## src/rtl/add_seq_pkg.sv

```systemverilog
// add_seq shared types: slice width, FSM state enum, index-width helper.
// No ports; imported by add_seq.
package add_seq_pkg;

  localparam int SLICE_W = 16;

  typedef enum logic [1:0] {
    IDLE = 2'd0,
    RUN  = 2'd1,
    DONE = 2'd2
  } add_seq_state_t;

  // Width of the slice index; at least one bit so WORDS=1 still has a register.
  function automatic int idx_w(input int words);
    return (words > 1) ? $clog2(words) : 1;
  endfunction

endpackage

```

## src/rtl/add_seq_add16.sv

```systemverilog
// add16: 16-bit ripple adder with carry in/out, shared by the sequencer.
// Ports: a, b, cin in; sum, cout out.
module add16 (
  input  logic [15:0] a,
  input  logic [15:0] b,
  input  logic        cin,
  output logic [15:0] sum,
  output logic        cout
);

  assign {cout, sum} = {1'b0, a} + {1'b0, b} + {16'd0, cin};

endmodule

```

## src/rtl/add_seq.sv

```systemverilog
// add_seq: WORDS x 16-bit adder that reuses one add16, one slice per cycle.
// Ports: clk, rst (async high), in_valid/in_ready + A, B, Cin [, sub],
// out_valid/out_ready + Sum, Cout. Macro ADD_SEQ_SUB_EN adds sub (A-B).
module add_seq
  import add_seq_pkg::*;
#(
  parameter int WORDS = 4
) (
  input  logic                     clk,
  input  logic                     rst,
  input  logic                     in_valid,
  output logic                     in_ready,
  input  logic [SLICE_W*WORDS-1:0] A,
  input  logic [SLICE_W*WORDS-1:0] B,
  input  logic                     Cin,
`ifdef ADD_SEQ_SUB_EN
  input  logic                     sub,
`endif
  output logic                     out_valid,
  input  logic                     out_ready,
  output logic [SLICE_W*WORDS-1:0] Sum,
  output logic                     Cout
);

  localparam int IW = idx_w(WORDS);
  localparam logic [IW-1:0] LAST = IW'(WORDS - 1);

  add_seq_state_t state;

  logic [WORDS-1:0][SLICE_W-1:0] a_q;
  logic [WORDS-1:0][SLICE_W-1:0] b_q;
  logic [WORDS-1:0][SLICE_W-1:0] sum_q;
  logic [IW-1:0]                 idx;
  logic                          carry;
  logic                          cout_q;

  logic [SLICE_W-1:0] a_op;
  logic [SLICE_W-1:0] b_op;
  logic [SLICE_W-1:0] s_slice;
  logic               c_slice;
  logic               c_init;

  assign a_op = a_q[idx];

`ifdef ADD_SEQ_SUB_EN
  logic sub_q;

  // Two's complement subtract: invert B and force carry-in to 1.
  assign b_op   = b_q[idx] ^ {SLICE_W{sub_q}};
  assign c_init = sub | Cin;

  always_ff @(posedge clk or posedge rst) begin
    if (rst) begin
      sub_q <= 1'b0;
    end else if (state == IDLE && in_valid) begin
      sub_q <= sub;
    end
  end
`else
  assign b_op   = b_q[idx];
  assign c_init = Cin;
`endif

  add16 u_add16 (
    .a    (a_op),
    .b    (b_op),
    .cin  (carry),
    .sum  (s_slice),
    .cout (c_slice)
  );

  always_ff @(posedge clk or posedge rst) begin
    if (rst) begin
      state  <= IDLE;
      a_q    <= '0;
      b_q    <= '0;
      sum_q  <= '0;
      idx    <= '0;
      carry  <= 1'b0;
      cout_q <= 1'b0;
    end else begin
      unique case (state)
        IDLE: begin
          if (in_valid) begin
            a_q   <= A;
            b_q   <= B;
            idx   <= '0;
            carry <= c_init;
            state <= RUN;
          end
        end
        RUN: begin
          sum_q[idx] <= s_slice;
          carry      <= c_slice;
          if (idx == LAST) begin
            cout_q <= c_slice;
            state  <= DONE;
          end else begin
            idx <= idx + 1'b1;
          end
        end
        DONE: begin
          if (out_ready) begin
            state <= IDLE;
          end
        end
        default: state <= IDLE;
      endcase
    end
  end

  assign in_ready  = (state == IDLE);
  assign out_valid = (state == DONE);
  assign Sum       = sum_q;
  assign Cout      = cout_q;

endmodule

```

## config.mk

```make
export PLATFORM = sky130hd
export DESIGN_NAME = add_seq
export DESIGN_NICKNAME = d
export VERILOG_FILES = /design/src/rtl/add_seq_pkg.sv /design/src/rtl/add_seq_add16.sv /design/src/rtl/add_seq.sv
export SDC_FILE = /design/constraint.sdc
export NUM_CORES = 1
export LEC_CHECK = 0
export ABC_AREA = 0
export CAP_MARGIN = 20
export CORE_MARGIN = 3
export CORE_UTILIZATION = 50
export CTS_BUF_LIST = sky130_fd_sc_hd__clkbuf_8
export DETAILED_ROUTE_END_ITERATION = 7
export PLACE_DENSITY = 0.85
export SETUP_SLACK_MARGIN = 0.3
export SLEW_MARGIN = 0
export SYNTH_ARGS = -nofsm -noshare
export SYNTH_HDL_FRONTEND = slang
export SYNTH_SLANG_ARGS = --single-unit
```

## constraint.sdc

```tcl
create_clock -name clk -period 14.8 [get_ports clk]
set_input_delay 4.44 -clock clk [delete_from_list [all_inputs] [get_ports clk]]
set_output_delay 4.44 -clock clk [all_outputs]
set_load 0.005 [all_outputs]
```

Word-level counts from Yosys, hierarchy flattened. Cells that the tools add are included. Widths: inputs -> output; s select.

Output and inout bits: 67. Flip-flop bits (word level): 198. Input port bits: 133. Logic and storage cells: 52.

Reductions and logical operators: 8. Multiplexer cells: 16. Magnitude comparators: 2. Eq/ne operators: 7. Add/sub/neg operators: 3.

Operators with widths (number): $bmux 16 s2 (2); $bwmux 64 (1); $mux 16 (3); $demux 16 s2 (1); $add 16x16->17 (1); $add 17x1->17 (1); $mux 2 (5); $ne 2x2->1 const B (3); $pmux 2 s3 (1); $reduce_and 2->1 (3); $reduce_and 3->1 (2); $eq 2x2->1 const B (2); $pmux 2 s2 (1); $lt 2x3->1 const B (1); $add 2x1->2 const B (1); $eq 2x1->1 const B (1); $ge 2x1->1 const B (1); $logic_not 2->1 (1); $ne 2x1->1 const B (1); $pmux 1 s2 (1); $reduce_bool 2->1 (1); $logic_and 1x1->1 (1); $mux 1 (1).

Longest topological paths before layout. Gate-level depths: netlist of the first run.

Depth after elaboration: 5. Depth in mapped cells: 10. Depth with buffers taken out: 8.

Cells and area by module. From an unflattened synthesis of the first run, not the netlist that was laid out.

Cells, all modules: 579. Area total of the unflattened synthesis: 9539.1 um^2.

Modules (own cells, without submodules): add_seq (cells an instance 485, instances 1, area each 8792.2 um^2, sequential area each 4954.8 um^2); add16 (cells an instance 94, instances 1, area each 747.0 um^2, sequential area each 0.0 um^2).

Worst setup path after synthesis of the first run. Ideal clock, no wire load.

Path kind: in2reg. Start: input port in_valid. End: register a_q[32] in the netlist's numbering. Buffers on the path: 3. Required time: 14675 ps. Cell stages on the path: 5. Setup time: 125 ps. Slack: 9171 ps. Data arrival time: 5504 ps. Cells stage by stage: and2_1 > clkbuf_1 > clkbuf_1 > buf_2 > mux2_2.

Word-level cells in the longest chain between the ends: 1.

RTL lines: from (decl) (line add_seq.sv:11) `input logic in_valid,`; $reduce_and 2->1 (no line); to (signal assigned) (line add_seq.sv:75) `a_q <= '0;`; to (signal assigned) (line add_seq.sv:85) `a_q <= A;`; to (decl) (line add_seq.sv:30) `logic [WORDS-1:0][SLICE_W-1:0] a_q;`.

No other way between the ends. A chain may end at the register's enable or synchronous reset.

Worst setup path after layout of the first run.
Start: input port in_valid. End: register a_q[48] in the netlist's numbering.

Same word-level chain as after synthesis.

==> results of run 1 <==
[cell usage in the layout, fill, tap and decap left out, types with 11 or more instances in the layout]
cell type / instances
clkdlybuf4s50_1: 199
dfrtp_1: 197
mux2_2: 129
nand2_1: 84
mux4_2: 32
a21oi_1: 29
o21ai_0: 29
ha_1: 19
clkbuf_8: 17
o31ai_1: 16
nand3_1: 15
nor2_1: 15
nand4_1: 11
[metrics by stage]
| step | instances | util [%] | instance area (um2) | hold WS, ns | power (mW) |
|---|---|---|---|---|---|
| 6_report | 1127 | 66.0 | 11600 | 0.485 | 3.18 |
| 5_1_grt | 1127 | 66.0 | 11600 | 0.511 | 3.43 |
| 4_1_cts | 1127 | 66.0 | 11600 | 0.490 | 3.19 |
| 3_5_place_dp | 1095 | 64.1 | 11300 | 0.464 | 2.88 |
| 3_3_place_gp | 1095 | 64.1 | 11300 | 0.461 | 2.81 |
| 2_1_floorplan | 712 | - | 9170 | 0.470 | 2.26 |
[worst min-delay path, delay by kind of cell, from the launching register on]
kind	cells	cell delay [ns]
flops	1	0.36
simple gates	2	0.10
[layer usage]
layer,GRT usage (%),vias to the layer above,part of all wire (%)
met5,0,-,0
met4,6.21,0,1.5
met3,5.22,18,6.6
met2,35.1,224,47
met1,31.0,3211,44
li1,-,2970,-
[where the power goes]
group,internal (mW),leakage [nW],switching [mW],total (mW)
clock network,0.117,0.176,0.197,0.314
logic,0.851,2.30,1.05,1.90
registers,0.820,2.37,0.149,0.969
[final cells by class]
class | instances | area [um2]
Clock inverter | 15 | 106
Inverter | 8 | 37.5
Clock buffer | 17 | 234
Timing Repair Buffer | 203 | 2020
Multi-Input combinational cell | 461 | 3980
Tap cell | 225 | 282
Sequential cell | 198 | 4960
Fill cell | 1307 | 5980
[registers in the layout (all words and copies together), names as in the netlist]
register / count
a_q: 64
b_q: 64
idx: 2
Cout: 1
Sum: 64
state: 2
carry: 1
[kinds of logic (layout without fill, tap and decap cells)]
logic type / after synthesis / after routing
fa+ha+maj: 21 / 21
xor+xnor: 7 / 7
buf+inv: 53 / 243
compound gates: 110 / 110
mux: 165 / 165
simple gates: 158 / 158
flops: 198 / 198
[final timing paths]
| check | to | depth (start not counted) | start |
|---|---|---|---|
| worst max-delay path | a_q[48] | 4 | in_valid |
| worst min-delay path | Sum[33] | 2 | Sum[33] |
| worst max register to register | Sum[56] | 9 | idx[0] |
| worst min register to register | Sum[33] | 2 | Sum[33] |
| max in group asynchronous | idx[0] | 3 | rst |
| min in group asynchronous | Sum[49] | 2 | rst |
==> reports/metrics.cfg, run 1 <==
[power_and_ir_drop]
powerDensity_mw_per_mm2=274
power_leakage_nw=4.84
ir_worst_vdd_mv=0.193

[synth]
yosysUniqueCellTypes=50
synth_top_family_by_area=multiplexers
synth_xor_area_share_pct=0.669
synthMuxAreaShare_pct=24.2
syn_area_mm2=0.00917
synth_compound_area_share_pct=7.66
synth-simple-area-share_pct=7.92
synthCells=712
yosys.area.top_type=dfrtp_1
postSynthRegisterBits=198
synth_top_area_share_pct=54.1
yosysMostFrequentCell=dfrtp_1
ys_async_sr_fraction_pct=100
yosys_warnings=0
synthAdderAreaFrac_pct=3.03
synthTopCellsByArea=dfrtp_1 (54%), mux2_2 (16%), mux4_2 (7.9%)
seq_area_frac_synth_pct=54.1
synth_common_cells=dfrtp_1 (198), mux2_2 (129), nand2_1 (84), mux4_2 (32)
synth_edf_count=0
avgSynthCellArea_um2=12.9
synthFlopType=dfrtp_1
syn_nets=866

[place]
place.gp.congestion=0.913
hpwl_mm=15.8
detailedPlace.worstSlack_ns=7.84
buffer_ports.inserted=199

[setup_path]
path_cells=clkdlybuf4s50_1 > and2_4 > buf_4 > mux2_2
rrSetupSlack_ns=10.60
arrival_ns=6.85
cp_slowest_cell=buf_4
crit_family=buffers and inverters
cp-end-kind=flop
worstPathMaxFanout=67
crit_path_start_kind=input pin
cp_slowest_stage_delay_ns=0.78
cp.required_ns=15.16
critPathKind=in -> reg
path_buf_inv=2

[global_route]
grt_max_degree=129
grt_usage_pct=22.2
grt_pass1_vias=6503
grt_pass1_wl_mm=34.7
grt_overflow=0
antenna_found_initial=0

[floorplanning]
die_w_um=141
ioPinCount=200
start_util_pct=52.1
die_h_um=141
rows=48
die-area_mm2=0.0200
core_mm2=0.0176

[finish]
area_growth_pct=26.8
drive_gt1_share_pct=22.5
diodes=0
nNetsFinal=1043

[clocking]
ctsHoldBuffers=0
cts-htree-levels=4
insertion_delay_ns=0.48
clk_transition_reported_paths_ns=0.10
cts-buffers-inserted=17
clkSinkCount=198
cts_root_buffer=clkbuf_8
ctsResizeCount=0
cts_tree=done
clockBufferDepth=2
postCtsSetupBuffers=0

[timing]
period_minus_slack_ns=6.49
tightest_slew_ns=1.02
slew_viol_final=0
fin_tns_setup_ns=0
rsz0062_at_grt=no
setup_viol=0
fmax_mhz=154
fin_ws_ns=8.31
skew_ns=0.0171
period_share_pct=43.8
maxSlewHeadroom_pct=31.6
finalHoldViolations=0

[detailed_routing]
firstDrtPassIters=8
ant_nets=0
drt-total-wl_mm=21.7
vias_per_cell=5.70
drt_iter0_drc=397
via_count=6423
wl_per_cell_um=19.3
drc_errors=0

[hold_path]
hp-class=reg -> reg

[outcome]
outcome=finished, final reports clean

[job]
drv_cap=0

Power figures use the tool's default switching activity.
==> run 2, diff against run 1 <==
--- a/config.mk
+++ b/config.mk
@@ -8,7 +8,7 @@
 export ABC_AREA = 0
 export CAP_MARGIN = 20
 export CORE_MARGIN = 3
-export CORE_UTILIZATION = 50
+export CORE_UTILIZATION = 48
 export CTS_BUF_LIST = sky130_fd_sc_hd__clkbuf_8
 export DETAILED_ROUTE_END_ITERATION = 7
 export PLACE_DENSITY = 0.85
==> constraint.sdc (replaced) <==
create_clock -name clk -period 5.35 [get_ports clk]
set_input_delay 1.605 -clock clk [delete_from_list [all_inputs] [get_ports clk]]
set_output_delay 1.605 -clock clk [all_outputs]
set_load 0.005 [all_outputs]
==> run 2 against run 1 <==
Net effect: non-clock buffer count up 4; sequential power rose to 2.8 times the previous value; register-to-register slack worse by 9.1 ns; via count up 0.67%; first-iteration DRC count down 5.5%; die area up 4.0%; global-route usage down 0.11 points; critical path depth up 4; core utilization down 1.8 points; combinational power rose to 2.7 times the previous value; total power rose to 2.8 times the previous value; largest power group unchanged; highest routed layer unchanged.
==> reports/metrics.cfg, run 2 (synthesis gave the netlist of run 1 again) <==
[clocking]
cts-buffers-inserted=17  ; unchanged
insertion_delay_ns=0.47  ; was 0.48 ns
cts_tree=done  ; unchanged
ctsHoldBuffers=0  ; unchanged
cts-htree-levels=4  ; unchanged
cts_root_buffer=clkbuf_8  ; unchanged
ctsResizeCount=0  ; unchanged
postCtsSetupBuffers=0  ; unchanged
clk_transition_reported_paths_ns=0.09  ; was 0.10 ns
clkSinkCount=198  ; unchanged
clockBufferDepth=2  ; unchanged

[setup_path]
cp-end-kind=flop  ; unchanged
arrival_ns=4.15  ; was 6.85 ns
path_buf_inv=0  ; was 2
cp_slowest_cell=dfrtp_2  ; was buf_4
critPathKind=reg -> reg  ; was in -> reg
crit_family=compound AO/OA/AOI/OAI gates  ; was buffers and inverters
cp_slowest_stage_delay_ns=0.79  ; was 0.78 ns
rrSetupSlack_ns=1.54  ; was 10.60 ns
r2r_cells=8  ; was 9
path_cells=mux4_2 > fa_1 > fa_1 > a21o_1 > a311o_1 > and4_4 > o21a_4 > o31ai_1  ; was clkdlybuf4s50_1 > and2_4 > buf_4 > mux2_2
reg2reg_to=Sum[10]  ; was Sum[56]
cp.required_ns=5.69  ; was 15.16 ns
worstPathMaxFanout=20  ; was 67
r2r_start=idx[0]  ; unchanged
crit_path_start_kind=flop  ; was input pin
crit_top_cell=fa_1

[floorplanning]
die_w_um=144  ; was 141 um
die-area_mm2=0.0208  ; was 0.0200 mm2
start_util_pct=50.0  ; was 52.1%
core_mm2=0.0183  ; was 0.0176 mm2
ioPinCount=200  ; unchanged
die_h_um=144  ; was 141 um
rows=49  ; was 48

[global_route]
grt_usage_pct=22.1  ; was 22.2%
grt_pass1_wl_mm=35.5  ; was 34.7 mm
grt_pass1_vias=6560  ; was 6,503
grt_max_degree=96  ; was 129
grt_overflow=0  ; unchanged
antenna_found_initial=0  ; unchanged

[timing]
slew_viol_final=0  ; unchanged
setup_viol=0  ; unchanged
fin_ws_ns=1.54  ; was 8.31 ns
period_share_pct=71.3
fin_tns_setup_ns=0  ; unchanged
tightest_slew_ns=1.02  ; about the same
period_minus_slack_ns=3.81
skew_ns=0.0118  ; was 0.0171 ns
rsz0062_at_grt=no  ; unchanged
maxSlewHeadroom_pct=31.5  ; was 31.6%
finalHoldViolations=0  ; unchanged
fmax_mhz=262

[power_and_ir_drop]
ir_worst_vdd_mv=0.480  ; was 0.193 mV
power_leakage_nw=4.92  ; was 4.84 nW
powerDensity_mw_per_mm2=762  ; was 274 mW/mm2

[finish]
nNetsFinal=1047  ; was 1,043
diodes=0  ; unchanged
area_growth_pct=28.5  ; was 26.8%
final_cell_mix=clkdlybuf4s50_1 (199), dfrtp_1 (197), mux2_2 (129)  ; unchanged
final_common_cell=clkdlybuf4s50_1  ; unchanged
fill_cells=1363  ; was 1,307
drive_gt1_share_pct=22.7  ; was 22.5%

[detailed_routing]
firstDrtPassIters=5  ; was 8
wl_per_cell_um=19.7  ; was 19.3 um
vias_per_cell=5.70  ; about the same
ant_nets=0  ; unchanged
drt_iter0_drc=375  ; was 397
drc_errors=0  ; unchanged
via_count=6466  ; was 6,423
drt-total-wl_mm=22.4  ; was 21.7 mm

[outcome]
outcome=finished, final reports clean  ; unchanged

[hold_path]
worst_hold_path.endpoint=Sum[48]  ; was Sum[33]
worstHoldStart=Sum[48]  ; was Sum[33]
hp-class=reg -> reg  ; unchanged
hold_path_depth=2  ; unchanged

[job]
drv_cap=0  ; unchanged

[place]
hpwl_mm=17.0  ; was 15.8 mm
place.gp.congestion=0.876  ; was 0.913
detailedPlace.worstSlack_ns=1.51  ; was 7.84 ns
buffer_ports.inserted=199  ; unchanged

run 2: worst min-delay path, cell delays in order (launching register included):
cell and delay [ns]:
dfrtp_1 0.35, nand2_1 0.05, nand2_1 0.05
run 2: routing by layer:
metal / wire (um) / vias up / global-route usage (%)
li1: - / 2963 / -
met1: 9810 / 3213 / 30.8
met2: 10900 / 272 / 36.0
met3: 1480 / 18 / 4.66
met4: 248 / 0 / 5.06
met5: 0 / - / 0
run 2: worst max path at each step:
stage	startpoint	end	slack, ns	cells past startpoint
global route	idx[0]	Sum[15]	1.25	8
floorplan	rst	Cout	1.18	1
finish	idx[0]	Sum[10]	1.54	8
global placement	idx[0]	Sum[56]	1.62	8
CTS	idx[0]	Sum[8]	1.50	8
detailed placement	idx[0]	Sum[8]	1.51	8
run 2: report_power, final:
group	switching (mW)	total, mW	leakage, nW	internal [mW]
sequential	0.490	2.76	2.37	2.27
clock	0.522	0.995	0.218	0.472
combinational	2.84	5.22	2.33	2.38
total	3.85	8.98	4.92	5.12
run 2: stage by stage:
step,instance area (um2),util (%),hold slack [ns],std cells,power [mW]
2_1_floorplan,9170,-,0.470,712,6.24
3_3_place_gp,11300,61.9,0.458,1102,7.79
3_5_place_dp,11300,61.9,0.465,1102,7.98
4_1_cts,11800,64.1,0.486,1134,8.98
5_1_grt,11800,64.2,0.518,1135,9.64
6_report,11800,64.2,0.482,1135,8.98
run 2: cell type report:
type / count / area, um2 / area share, %
clock buffer: 18 / 248 / 2.10
clock inverter: 14 / 161 / 1.37
inverter: 8 / 33.8 / 0.287
multi-input combinational: 461 / 3980 / 33.8
sequential: 198 / 4960 / 42.1
tap: 229 / 287 / 2.43
timing repair buffer: 207 / 2110 / 17.9
